**config.mk**
```make
export PLATFORM = sky130hd
export DESIGN_NAME = pu_layer_sequencer_flat
export DESIGN_NICKNAME = d
export VERILOG_FILES = /design/src/rtl/pu_layer_sequencer_if.sv /design/src/rtl/pu_layer_sequencer.sv /design/src/flat_wrapper.sv
export SDC_FILE = /design/constraint.sdc
export NUM_CORES = 1
export LEC_CHECK = 0
export ABC_AREA = 1
export BUFFER_PORTS_ARGS = -buffer_cell sky130_fd_sc_hd__buf_2
export CAP_MARGIN = 20
export CORE_MARGIN = 10
export CORE_UTILIZATION = 25
export DETAILED_ROUTE_END_ITERATION = 8
export GPL_TIMING_DRIVEN = 1
export PLACE_DENSITY = 0.56
export REMOVE_ABC_BUFFERS = 1
export SLEW_MARGIN = 20
export SYNTH_ARGS = -nofsm -noshare
export SYNTH_HDL_FRONTEND = slang
export SYNTH_SLANG_ARGS = --single-unit
```
**constraint.sdc**
```tcl
create_clock -name clk -period 3.7 [get_ports clk]
set_input_delay 0 -clock clk [delete_from_list [all_inputs] [get_ports clk]]
set_output_delay 0 -clock clk [all_outputs]
set_load 0.02 [all_outputs]
```
**src/rtl/pu_layer_sequencer_if.sv**
```systemverilog
// Bundle between the layer sequencer, its controller, the weight ROM and the PU.
// The slave modport is the sequencer's view; the master modport is the surrounding environment.
interface pu_layer_sequencer_if #(
    parameter int unsigned size   = 16,
    parameter int unsigned ADDR_W = 12
);
    logic                start;
    logic [8*size-1:0]   x_in;
    logic                busy;
    logic                done;
    logic                mem_rd;
    logic [ADDR_W-1:0]   mem_addr;
    logic [size-1:0]     mem_data;
    logic [8*size-1:0]   pu_x;
    logic [8*size-1:0]   pu_w;
    logic [size-1:0]     pu_bias;
    logic [size-1:0]     pu_out;
    logic                res_valid;
    logic [7:0]          res_idx;
    logic [size-1:0]     res_data;

    modport slave (
        input  start, x_in, mem_data, pu_out,
        output busy, done, mem_rd, mem_addr, pu_x, pu_w, pu_bias,
               res_valid, res_idx, res_data
    );

    modport master (
        output start, x_in, mem_data, pu_out,
        input  busy, done, mem_rd, mem_addr, pu_x, pu_w, pu_bias,
               res_valid, res_idx, res_data
    );
endinterface

```
**src/rtl/pu_layer_sequencer.sv**
```systemverilog
// Time-multiplexes one 8-input PU across a layer of NUM_NEURONS neurons.
// Optional macro PU_SEQ_RELU_EN applies ReLU to each captured result.
module pu_layer_sequencer #(
    parameter int unsigned size        = 16,
    parameter int unsigned NUM_NEURONS = 4,
    parameter int unsigned ADDR_W      = 12
) (
    input  logic                  clk,
    input  logic                  rst,
    pu_layer_sequencer_if.slave   bus
);
    localparam logic [7:0] LAST_N = 8'(NUM_NEURONS - 1);

    typedef enum logic [2:0] {IDLE, LOAD, LAST, EVAL, FIN} state_t;

    state_t                 state;
    logic [7:0]             n;
    logic [3:0]             k;
    logic [7:0][size-1:0]   x_q;
    logic [7:0][size-1:0]   w_q;
    logic [size-1:0]        bias_q;
    logic                   busy_q;
    logic                   done_q;
    logic                   mem_rd_q;
    logic [ADDR_W-1:0]      addr_q;
    logic                   res_valid_q;
    logic [7:0]             res_idx_q;
    logic [size-1:0]        res_data_q;
    logic [size-1:0]        act_c;

    // Value captured into res_data during EVAL
`ifdef PU_SEQ_RELU_EN
    assign act_c = bus.pu_out[size-1] ? '0 : bus.pu_out;
`else
    assign act_c = bus.pu_out;
`endif

    // Neuron addresses are contiguous (9n..9n+8), so the read address simply advances
    always_ff @(posedge clk) begin
        if (rst) begin
            state       <= IDLE;
            n           <= '0;
            k           <= '0;
            x_q         <= '0;
            w_q         <= '0;
            bias_q      <= '0;
            busy_q      <= 1'b0;
            done_q      <= 1'b0;
            mem_rd_q    <= 1'b0;
            addr_q      <= '0;
            res_valid_q <= 1'b0;
            res_idx_q   <= '0;
            res_data_q  <= '0;
        end else begin
            done_q      <= 1'b0;
            res_valid_q <= 1'b0;
            case (state)
                IDLE: begin
                    if (bus.start) begin
                        x_q      <= bus.x_in;
                        n        <= '0;
                        k        <= '0;
                        busy_q   <= 1'b1;
                        mem_rd_q <= 1'b1;
                        addr_q   <= '0;
                        state    <= LOAD;
                    end
                end
                LOAD: begin
                    if (k != 4'd0) begin
                        w_q[3'(k - 4'd1)] <= bus.mem_data;
                    end
                    if (k == 4'd8) begin
                        mem_rd_q <= 1'b0;
                        state    <= LAST;
                    end else begin
                        k      <= k + 4'd1;
                        addr_q <= addr_q + ADDR_W'(1);
                    end
                end
                LAST: begin
                    bias_q <= bus.mem_data;
                    state  <= EVAL;
                end
                EVAL: begin
                    res_data_q  <= act_c;
                    res_idx_q   <= n;
                    res_valid_q <= 1'b1;
                    if (n == LAST_N) begin
                        done_q <= 1'b1;
                        state  <= FIN;
                    end else begin
                        n        <= n + 8'd1;
                        k        <= '0;
                        mem_rd_q <= 1'b1;
                        addr_q   <= addr_q + ADDR_W'(1);
                        state    <= LOAD;
                    end
                end
                FIN: begin
                    busy_q <= 1'b0;
                    state  <= IDLE;
                end
                default: state <= IDLE;
            endcase
        end
    end

    assign bus.busy      = busy_q;
    assign bus.done      = done_q;
    assign bus.mem_rd    = mem_rd_q;
    assign bus.mem_addr  = addr_q;
    assign bus.pu_x      = x_q;
    assign bus.pu_w      = w_q;
    assign bus.pu_bias   = bias_q;
    assign bus.res_valid = res_valid_q;
    assign bus.res_idx   = res_idx_q;
    assign bus.res_data  = res_data_q;
endmodule

```
**src/flat_wrapper.sv**
```systemverilog
// flat-port wrapper written by rule: the top's interface ports become plain ports
module pu_layer_sequencer_flat 
#(
    parameter int unsigned size        = 16,
    parameter int unsigned NUM_NEURONS = 4,
    parameter int unsigned ADDR_W      = 12
)
  (clk, rst, bus_start, bus_x_in, bus_mem_data, bus_pu_out, bus_busy, bus_done, bus_mem_rd, bus_mem_addr, bus_pu_x, bus_pu_w, bus_pu_bias, bus_res_valid, bus_res_idx, bus_res_data);
  pu_layer_sequencer_if #(.size(size), .ADDR_W(ADDR_W)) bus_i ();
  input  logic clk;
  input  logic rst;
  input wire logic [$bits(bus_i.start)-1:0] bus_start;
  input wire logic [$bits(bus_i.x_in)-1:0] bus_x_in;
  input wire logic [$bits(bus_i.mem_data)-1:0] bus_mem_data;
  input wire logic [$bits(bus_i.pu_out)-1:0] bus_pu_out;
  output wire logic [$bits(bus_i.busy)-1:0] bus_busy;
  output wire logic [$bits(bus_i.done)-1:0] bus_done;
  output wire logic [$bits(bus_i.mem_rd)-1:0] bus_mem_rd;
  output wire logic [$bits(bus_i.mem_addr)-1:0] bus_mem_addr;
  output wire logic [$bits(bus_i.pu_x)-1:0] bus_pu_x;
  output wire logic [$bits(bus_i.pu_w)-1:0] bus_pu_w;
  output wire logic [$bits(bus_i.pu_bias)-1:0] bus_pu_bias;
  output wire logic [$bits(bus_i.res_valid)-1:0] bus_res_valid;
  output wire logic [$bits(bus_i.res_idx)-1:0] bus_res_idx;
  output wire logic [$bits(bus_i.res_data)-1:0] bus_res_data;
  assign bus_i.start = bus_start;
  assign bus_i.x_in = bus_x_in;
  assign bus_i.mem_data = bus_mem_data;
  assign bus_i.pu_out = bus_pu_out;
  assign bus_busy = bus_i.busy;
  assign bus_done = bus_i.done;
  assign bus_mem_rd = bus_i.mem_rd;
  assign bus_mem_addr = bus_i.mem_addr;
  assign bus_pu_x = bus_i.pu_x;
  assign bus_pu_w = bus_i.pu_w;
  assign bus_pu_bias = bus_i.pu_bias;
  assign bus_res_valid = bus_i.res_valid;
  assign bus_res_idx = bus_i.res_idx;
  assign bus_res_data = bus_i.res_data;
  pu_layer_sequencer #(.size(size), .NUM_NEURONS(NUM_NEURONS), .ADDR_W(ADDR_W)) u_core (.clk(clk), .rst(rst), .bus(bus_i));
endmodule
```
After elaboration in Yosys (flattened, before gate mapping):

Cells that the tools add are included.

* input port bits: 163
* register bits: 327
* output and inout bits: 312

* reduce and logical (&&, ||, !) cells: 14
* add/subtract/negate cells: 4
* eq/ne operators: 10
* bitwise gates (word level): 1
* order comparisons: 2
* muxes and demuxes: 25

Operators with widths (number)
* $bwmux W128: 1
* $demux W16 S3: 1
* $mux W12: 3
* $pmux W12 S3: 1
* $mux W16: 1
* $mux W8: 2
* $pmux W8 S2: 1
* $add A12 B1 Y12 const B: 1
* $mux W4: 3
* $pmux W3 S4: 1
* $pmux W4 S3: 1
* $mux W3: 3
* $add A8 B1 Y8 const B: 1
* $eq A8 B2 Y1 const B: 1
* $reduce_and A2 Y1: 4
* $reduce_and A4 Y1: 2
* $eq A3 B2 Y1 const B: 2
* $ne A2 B2 Y1 const B: 3
* $mux W1: 5
* $add A4 B1 Y4 const B: 1
* $eq A4 B4 Y1 const B: 1
* $lt A3 B4 Y1 const B: 1
* $reduce_bool A2 Y1: 2
* $reduce_bool A4 Y1: 1
* other kinds (13): 13

Logic depth before layout (Yosys ltp):

Gate-level depths: netlist (run 1).

* word-level depth: 6
* gate-level depth with buffers: 11
* mapped depth without buffers: 10

Least setup slack after synthesis (run 1):

OpenSTA, ideal clock, no wires.

* path type: reg-to-reg
* from: register u_core.k[0]
* to: register u_core.w_q (netlist bit u_core.bus.pu_w[101])
* setup time: 116 ps
* data arrival time: 1726 ps
* path buffers: 1
* path slack: 1858 ps
* stages on the path, launching flop included: 11
* required time: 3584 ps
* clock period less this slack: 1842 ps
* path through: dfxtp_1 > inv_1 > ha_1 > or2_0 > nand2_1 > nand2_1 > nor2_4 > inv_2 > buf_2 > nor2_1 > nor2_1

* cells in the longest elaborated chain, start to end: 6
* elaborated cells between the ends (all ways): 9

RTL lines
* from (decl): line pu_layer_sequencer.sv:18 `logic [3:0] k;`
* from (signal assigned): line pu_layer_sequencer.sv:77 `k <= k + 4'd1;`
* $sub A3 B1 Y3: line pu_layer_sequencer.sv:71 `w_q[3'(k - 4'd1)] <= bus.mem_data;`
* $lt A3 B4 Y1 (not written as such) / $ge A3 B1 Y1 (equally long branches): line pu_layer_sequencer.sv:71
* $logic_and A1 B1 Y1 (not written as such): line pu_layer_sequencer.sv:71
* $mux W16 (not written as such): line pu_layer_sequencer.sv:71
* $demux W16 S3
* $bwmux W128: line pu_layer_sequencer.sv:71
* to (signal, indexed assignment): line pu_layer_sequencer.sv:71
* to (decl): line pu_layer_sequencer.sv:20 `logic [7:0][size-1:0] w_q;`

Several ways; a longest one is shown, not always the timed one.
A chain may end at the register's enable or synchronous reset.

Final worst setup path (run 1):

* from: register u_core.state[2]
* to: register u_core.x_q (netlist bit u_core.bus.pu_x[114])

* cells in the longest elaborated chain, start to end: 2

RTL lines
* from (decl): line pu_layer_sequencer.sv:16 `state_t state;`
* from (signal assigned): line pu_layer_sequencer.sv:41 `state <= IDLE;`
* from (signal assigned): line pu_layer_sequencer.sv:66 `state <= LOAD;`
* from (signal assigned): line pu_layer_sequencer.sv:75 `state <= LAST;`
* $logic_not A3 Y1: line pu_layer_sequencer.sv:57 `case (state)`
* $reduce_and A2 Y1 (no source line)
* to (signal assigned): line pu_layer_sequencer.sv:60 `x_q <= bus.x_in;`
* to (decl): line pu_layer_sequencer.sv:19 `logic [7:0][size-1:0] x_q;`

Every way passes these cells.

==> results of run 1 <==
## metal layers
layer / routed length, µm / vias up / GRT usage (%)
met5: 0 / - / 0
met4: 1700 / 0 / 6.08
met3: 4810 / 102 / 6.03
met2: 23500 / 531 / 27.2
met1: 19900 / 6171 / 19.3
li1: - / 6411 / -
## through the flow
step,instance area (µm²),instances
after global routing,18500,2858
after CTS,18500,2857
after global placement,14900,2556
after floorplan,11600,1459
after detailed placement,14900,2556
final,18500,2859
## critical path: cells and delay by family, from the launching register on
kind	cells	cell delay (ns)
buf+inv	4	1.66
compound gates	1	0.14
simple gates	3	0.39
flops	1	0.37
## layout make-up
cell class / count / area share, %
Antenna cell: 2 / 0.0270
Clock buffer: 55 / 6.07
Clock inverter: 15 / 1.32
Inverter: 54 / 1.11
Multi-Input combinational cell: 1078 / 26.3
Sequential cell: 327 / 35.3
Tap cell: 615 / 4.15
Timing Repair Buffer: 713 / 25.7
## power groups by stage
stage	combinational (mW)	clock (mW)	sequential (mW)
after floorplan	1.24	0	4.79
after global placement	2.89	0	4.28
after detailed placement	2.93	0	4.29
after CTS	3.27	4.16	4.22
after global routing	3.59	4.32	4.28
final	3.28	4.06	4.23
## worst paths after layout
check	start	depth (start not counted)	slack, ns	endpoint
hold / removal	bus_start	3	0.04	u_core.bus.pu_x[102]$_SDFFE_PP0P_
setup reg to reg	u_core.state[2]$_SDFFE_PP0P_	8	0.96	u_core.bus.pu_x[114]$_SDFFE_PP0P_
setup / recovery	u_core.state[2]$_SDFFE_PP0P_	8	0.96	u_core.bus.pu_x[114]$_SDFFE_PP0P_
hold reg to reg	u_core.bus.pu_x[97]$_SDFFE_PP0P_	2	0.46	u_core.bus.pu_x[97]$_SDFFE_PP0P_
## placed cells by master, fill, tap and decap left out, types with 2 or more instances in the layout
cell type and count:
dlygate4sd3_1 231, nor3_1 2, clkbuf_1 7, nor2_1 364, dfxtp_1 327, nand2_1 191, o21ai_1 16, nand3_1 144
o21ai_0 163, diode_2 2, buf_2 472, inv_1 38, a21oi_1 161, nor2_4 11, ha_1 4, clkinv_2 6
clkbuf_8 9, o21a_1 2, inv_2 13, nand2_4 3, clkbuf_16 39, bufinv_16 5, nand2_2 2, buf_4 8
nand4_1 5, buf_12 2, clkinv_8 2
## state kept, by name (all words and copies together) (netlist names)
register,count
u_core.state,3
u_core.bus.pu_w,128
u_core.bus.mem_addr,12
u_core.k,4
u_core.bus.mem_rd,1
u_core.bus.pu_x,128
u_core.bus.done,1
u_core.bus.res_data,16
u_core.bus.res_idx,8
u_core.bus.busy,1
u_core.n,8
u_core.bus.res_valid,1
u_core.bus.pu_bias,16
## Yosys cell counts (4+ instances only)
| master | count | area, µm² |
|---|---|---|
| nor2_1 | 364 | 1370 |
| dfxtp_1 | 327 | 6550 |
| nand2_1 | 192 | 721 |
| o21ai_0 | 163 | 816 |
| a21oi_1 | 161 | 806 |
| nand3_1 | 144 | 721 |
| clkbuf_1 | 66 | 248 |
| inv_1 | 39 | 146 |
| buf_2 | 24 | 120 |
| buf_1 | 20 | 75.1 |
| o21ai_1 | 16 | 80.1 |
| inv_2 | 13 | 48.8 |
| nor2_4 | 11 | 124 |
| buf_4 | 7 | 52.6 |
| nand4_1 | 5 | 31.3 |
| ha_1 | 4 | 50.1 |
## what timing repair did
action	in CTS	in global routing
hold endpoints to repair	288	0
hold buffers	231	0
endpoints found under the setup margin	0	0
## logic make-up (layout without fill, tap and decap cells)
logic type                 Yosys count  after routing  share of synthesized area (%)
and+or+nand+nor                    726            726                           25.2
AOI/OAI and AO/OA                  347            347                           14.5
DFF                                327            327                           54.0
buffers and inverters              172            837                           5.81
adders and majority gates            4              4                          0.413
xor gates and xnor gates             1              1                         0.0723
other                                0              2                              0
==> flow_summary.ini, run 1 <==
[status]
run_status = completed

[cells_and_area]
final-seq-area_um2 = 6550
drive_gt1_share_pct = 25.8
utilization_pct = 38.8
nNetsFinal = 2380
multi_input_area_um2 = 4870
nFillCells = 4813
syn2layout_area_growth_pct = 53.1

[timing]
fin_skew_ns = 0.0150
hold_slack_ns = 0.0403
rsz0062_at_grt = false
finalSetupTns_ns = 0
setup_viol = 0
maxSlewViolCount = 0
tightestPinTransition_ns = 1.04
finalWorstSetupSlack_ns = 0.960
period_share_pct = 74.1
fin_crit_ns = 2.74
final-hold-violation-count = 0
max_freq_ghz = 0.365
max_slew_margin_pct = 30.5

[clock_network]
postCtsSetupBuffers = 0
htree_levels = 2
post_cts_resized = 0
cts_tree = built
path_clk_slew_ns = 0.06
clk-insertion-delay-late_ns = 0.55
clock_sinks = 327
cts_made_buffers = 39
clockBufferDepth = 3
clock-root-buffer = clkbuf_16

[routing]
initialDrtViolationCount = 929
via_per_inst = 4.62
vias = 13200
ant_nets = 0
remaining_drc_errors = 0
post_drt_wl_per_cell_um = 17.5
drtPass1Iterations = 5
wirelength_um = 49900

[setup_path]
critPathMaxStageDelay_ns = 0.61
cp_data_arrival_time_ns = 3.23
crit_type = register to register
start_kind = register
worstPathCellList = nor2_4 > nand2_1 > clkinv_2 > buf_12 > nand3_1 > dlygate4sd3_1 > a21oi_1 > dlygate4sd3_1
end_kind = register
crit_required_ns = 4.19
slowest_stage = dlygate4sd3_1
worstPathMaxFanout = 127
cpMostUsedCell = dlygate4sd3_1

[yosys]
syn_area_um2 = 12100
synth-seq-cells = 327
synth_edf_count = 0
synth-main-ff-cell = dfxtp_1
yosysSeqAreaShare_pct = 54.0
async_flop_share_pct = 0
ys_warn_count = 0
syn_area_per_cell_um2 = 7.68
synth_cells = 1577
synth_cell_types = 32

[global_routing]
grt_pass1_wl_um = 76000
antenna_found_initial = 1
grt_max_degree = 131
overflow = 0
grt_pass1_vias = 13100
grt_use_total_pct = 16.5

[power]
ir_worst_vdd_uv = 342
combPwrFrac_pct = 28.4
power_frac_seq_pct = 36.6
p_leak_nw = 8.79
p_int_mw = 7.56
switching_power_mw = 4.00
power_density_nw_per_um2 = 624
p_clk_share_pct = 35.1
total_power_mw = 11.6
netSwitchingFraction_pct = 34.6

[placed_design]
pre_cts_ws_ns = 1.38
port_buffers = 474
hpwlAfterDp_um = 33100
routabilityCongestion = 0.862

[worst_hold_path]
hold_path.class = input port to register

[floorplanning]
die_h_um = 240
io_pins = 475
dieArea_um2 = 57700
start_util_pct = 25.3
core_um2 = 47800
die_x_um = 240
rows = 80

[flow_run]
maxCapViolations = 0
(Power assumes the default switching activity.)
==> run 2: changes to the inputs <==
==> constraint.sdc (replaced) <==
create_clock -name clk -period 2.6 [get_ports clk]
set_input_delay 0 -clock clk [delete_from_list [all_inputs] [get_ports clk]]
set_output_delay 0 -clock clk [all_outputs]
set_load 0.02 [all_outputs]
==> run 2 against run 1 <==
Global-route usage shrank 0.096 points. Setup slack worse by 0.83 ns. Critical endpoint is now u_core.bus.pu_x[13]$_SDFFE_PP0P_. Sequential cell count did not move. Register-to-register slack got worse by 0.83 ns. Routed wire length fell by 0.40%. Non-clock buffer count shrank 19. Final cell count down 0.80%. First-iteration DRC count fell by 2.5%. Largest power group unchanged. Sequential share of layout area up 0.61 points. Total power is 37% higher. Clock skew increased by 0.021 ns. Sequential power grew 42%. Highest routed layer unchanged.
==> flow_summary.ini, run 2 (same netlist as run 1, synthesis figures left out) <==
[status]
run_status = completed

[placed_design]
port_buffers = 474
dp.cells = 2559
dpl_cell_area_um2 = 14900
routabilityCongestion = 0.827
hpwlAfterDp_um = 33700

[setup_path]
crit_family = buffers and inverters
cpMostUsedCell = nand2_1
cp-startpoint = u_core.state[0]$_SDFFE_PP0P_
cp_data_arrival_time_ns = 2.96
start_kind = register
worstPathMaxFanout = 53
worstPathCellList = inv_2 > nand2_1 > clkinv_2 > nand2_4 > clkbuf_8 > nand2_1 > a21oi_1 > dlygate4sd3_1
end_kind = register
crit_required_ns = 3.09
rr_startpoint = u_core.state[0]$_SDFFE_PP0P_
cp.buffers_inverters = 4
critPathMaxStageDelay_ns = 0.58
crit_type = register to register
ff2ff_setup_slack_ns = 0.13
slowest_stage = dlygate4sd3_1

[cells_and_area]
final_common_cell = buf_2
final_area_um2 = 18200
syn2layout_area_growth_pct = 50.5
nNetsFinal = 2361
final_cell_mix = buf_2 (472), nor2_1 (364), dfxtp_1 (327)
drive_gt1_share_pct = 26.0
multi_input_area_um2 = 4870
final-seq-area_um2 = 6550
instances_no_fill = 2836
nFillCells = 4826

[timing]
max_freq_ghz = 0.405
period_share_pct = 94.9
fin_skew_ns = 0.0360
hold_slack_ns = 0.203
final-hold-violation-count = 0
fin_crit_ns = 2.47
setup_viol = 0
tightestPinTransition_ns = 0.944
rsz0062_at_grt = false
max_slew_margin_pct = 37.1
maxSlewViolCount = 0

[global_routing]
grt_pass1_wl_um = 75600
grt_max_degree = 122
antenna_found_initial = 1
overflow = 0
grt_use_total_pct = 16.4
grt_pass1_vias = 13100

[floorplanning]
start_util_pct = 25.3
core_um2 = 47800
die_x_um = 240
dieArea_um2 = 57700
io_pins = 475
rows = 80
die_h_um = 240

[routing]
remaining_drc_errors = 0
vias = 13100
post_drt_wl_per_cell_um = 17.5
wirelength_um = 49700
initialDrtViolationCount = 906
ant_nets = 0
via_per_inst = 4.61
drtPass1Iterations = 5

[flow_run]
maxCapViolations = 0

[power]
ir_worst_vdd_uv = 587
power_density_nw_per_um2 = 869
total_power_mw = 15.8
p_leak_nw = 8.63

[worst_hold_path]
hold_path.class = input port to register
holdCritStartpoint = bus_pu_out[1]

[clock_network]
path_clk_slew_ns = 0.06
clk-insertion-delay-late_ns = 0.57
clockBufferDepth = 3
cts_made_buffers = 39
clock_sinks = 327
clock-root-buffer = clkbuf_16
htree_levels = 2
postCtsSetupBuffers = 0
cts_tree = built
## run 2: cell types whose count changed in the layout (fill, tap and decap cells not counted), sizes merged
cell	change
clkinv	+2
inv	-1
clkinvlp	+2
bufinv	-5
clkbuf	-1
dlygate4sd3	-22
buf	+2
## run 2: layer usage
layer  vias to the layer above  share of wire, %  track usage [%]  wire length [µm]
met5                         -                 0                0                 0
li1                       6368                 -                -                 -
met2                       516                48             27.4             23600
met3                       106               9.4             5.92              4670
met1                      6074                39             18.8             19500
met4                         0               3.9             6.56              1920
## run 2: path summary, 6_finish.rpt
| path | end | cells after the start |
|---|---|---|
| worst min register to register | u_core.bus.pu_x[45]$_SDFFE_PP0P_ | 2 |
| worst max-delay path | u_core.bus.pu_x[13]$_SDFFE_PP0P_ | 8 |
| worst min-delay path | u_core.bus.res_data[1]$_SDFFE_PP0P_ | 4 |
| worst max register to register | u_core.bus.pu_x[13]$_SDFFE_PP0P_ | 8 |
## run 2: area by class of cell
class	count	share of cell area (%)
flip-flops and latches	327	35.9
inverters	54	1.13
well taps	615	4.22
clock inverters	13	0.796
repair buffers	694	25.2
diodes	2	0.0275
clock buffers	53	5.97
multi-input cells	1078	26.7
## run 2: metrics by stage
stage          setup WS, ns  setup TNS, ns  util [%]
2_1_floorplan         -3.19        -388.82         -
3_3_place_gp          0.427              0      31.1
3_5_place_dp          0.368              0      31.1
4_1_cts               0.108              0      38.1
5_1_grt             0.00645              0      38.1
6_report              0.132              0      38.1
## run 2: worst reg2reg max path: stages (launching register included)
cell           delay (ns)
dfxtp_1              0.45
inv_2                0.10
nand2_1              0.10
clkinv_2             0.27
nand2_4              0.21
clkbuf_8             0.35
nand2_1              0.16
a21oi_1              0.19
dlygate4sd3_1        0.58
## run 2: what timing repair did
action                                  4_1_cts  5_1_grt
gates resized for setup                       0        2
hold buffers                                209        0
endpoints found under the setup margin        0       17
hold endpoints to repair                    296        0
## run 2: report_power, final
group          internal, mW  leakage (nW)  switching [mW]
Clock                  2.98         0.594            2.25
Sequential             5.66          2.66           0.365
Combinational          1.49          5.38            3.09
Total                  10.1          8.63            5.71
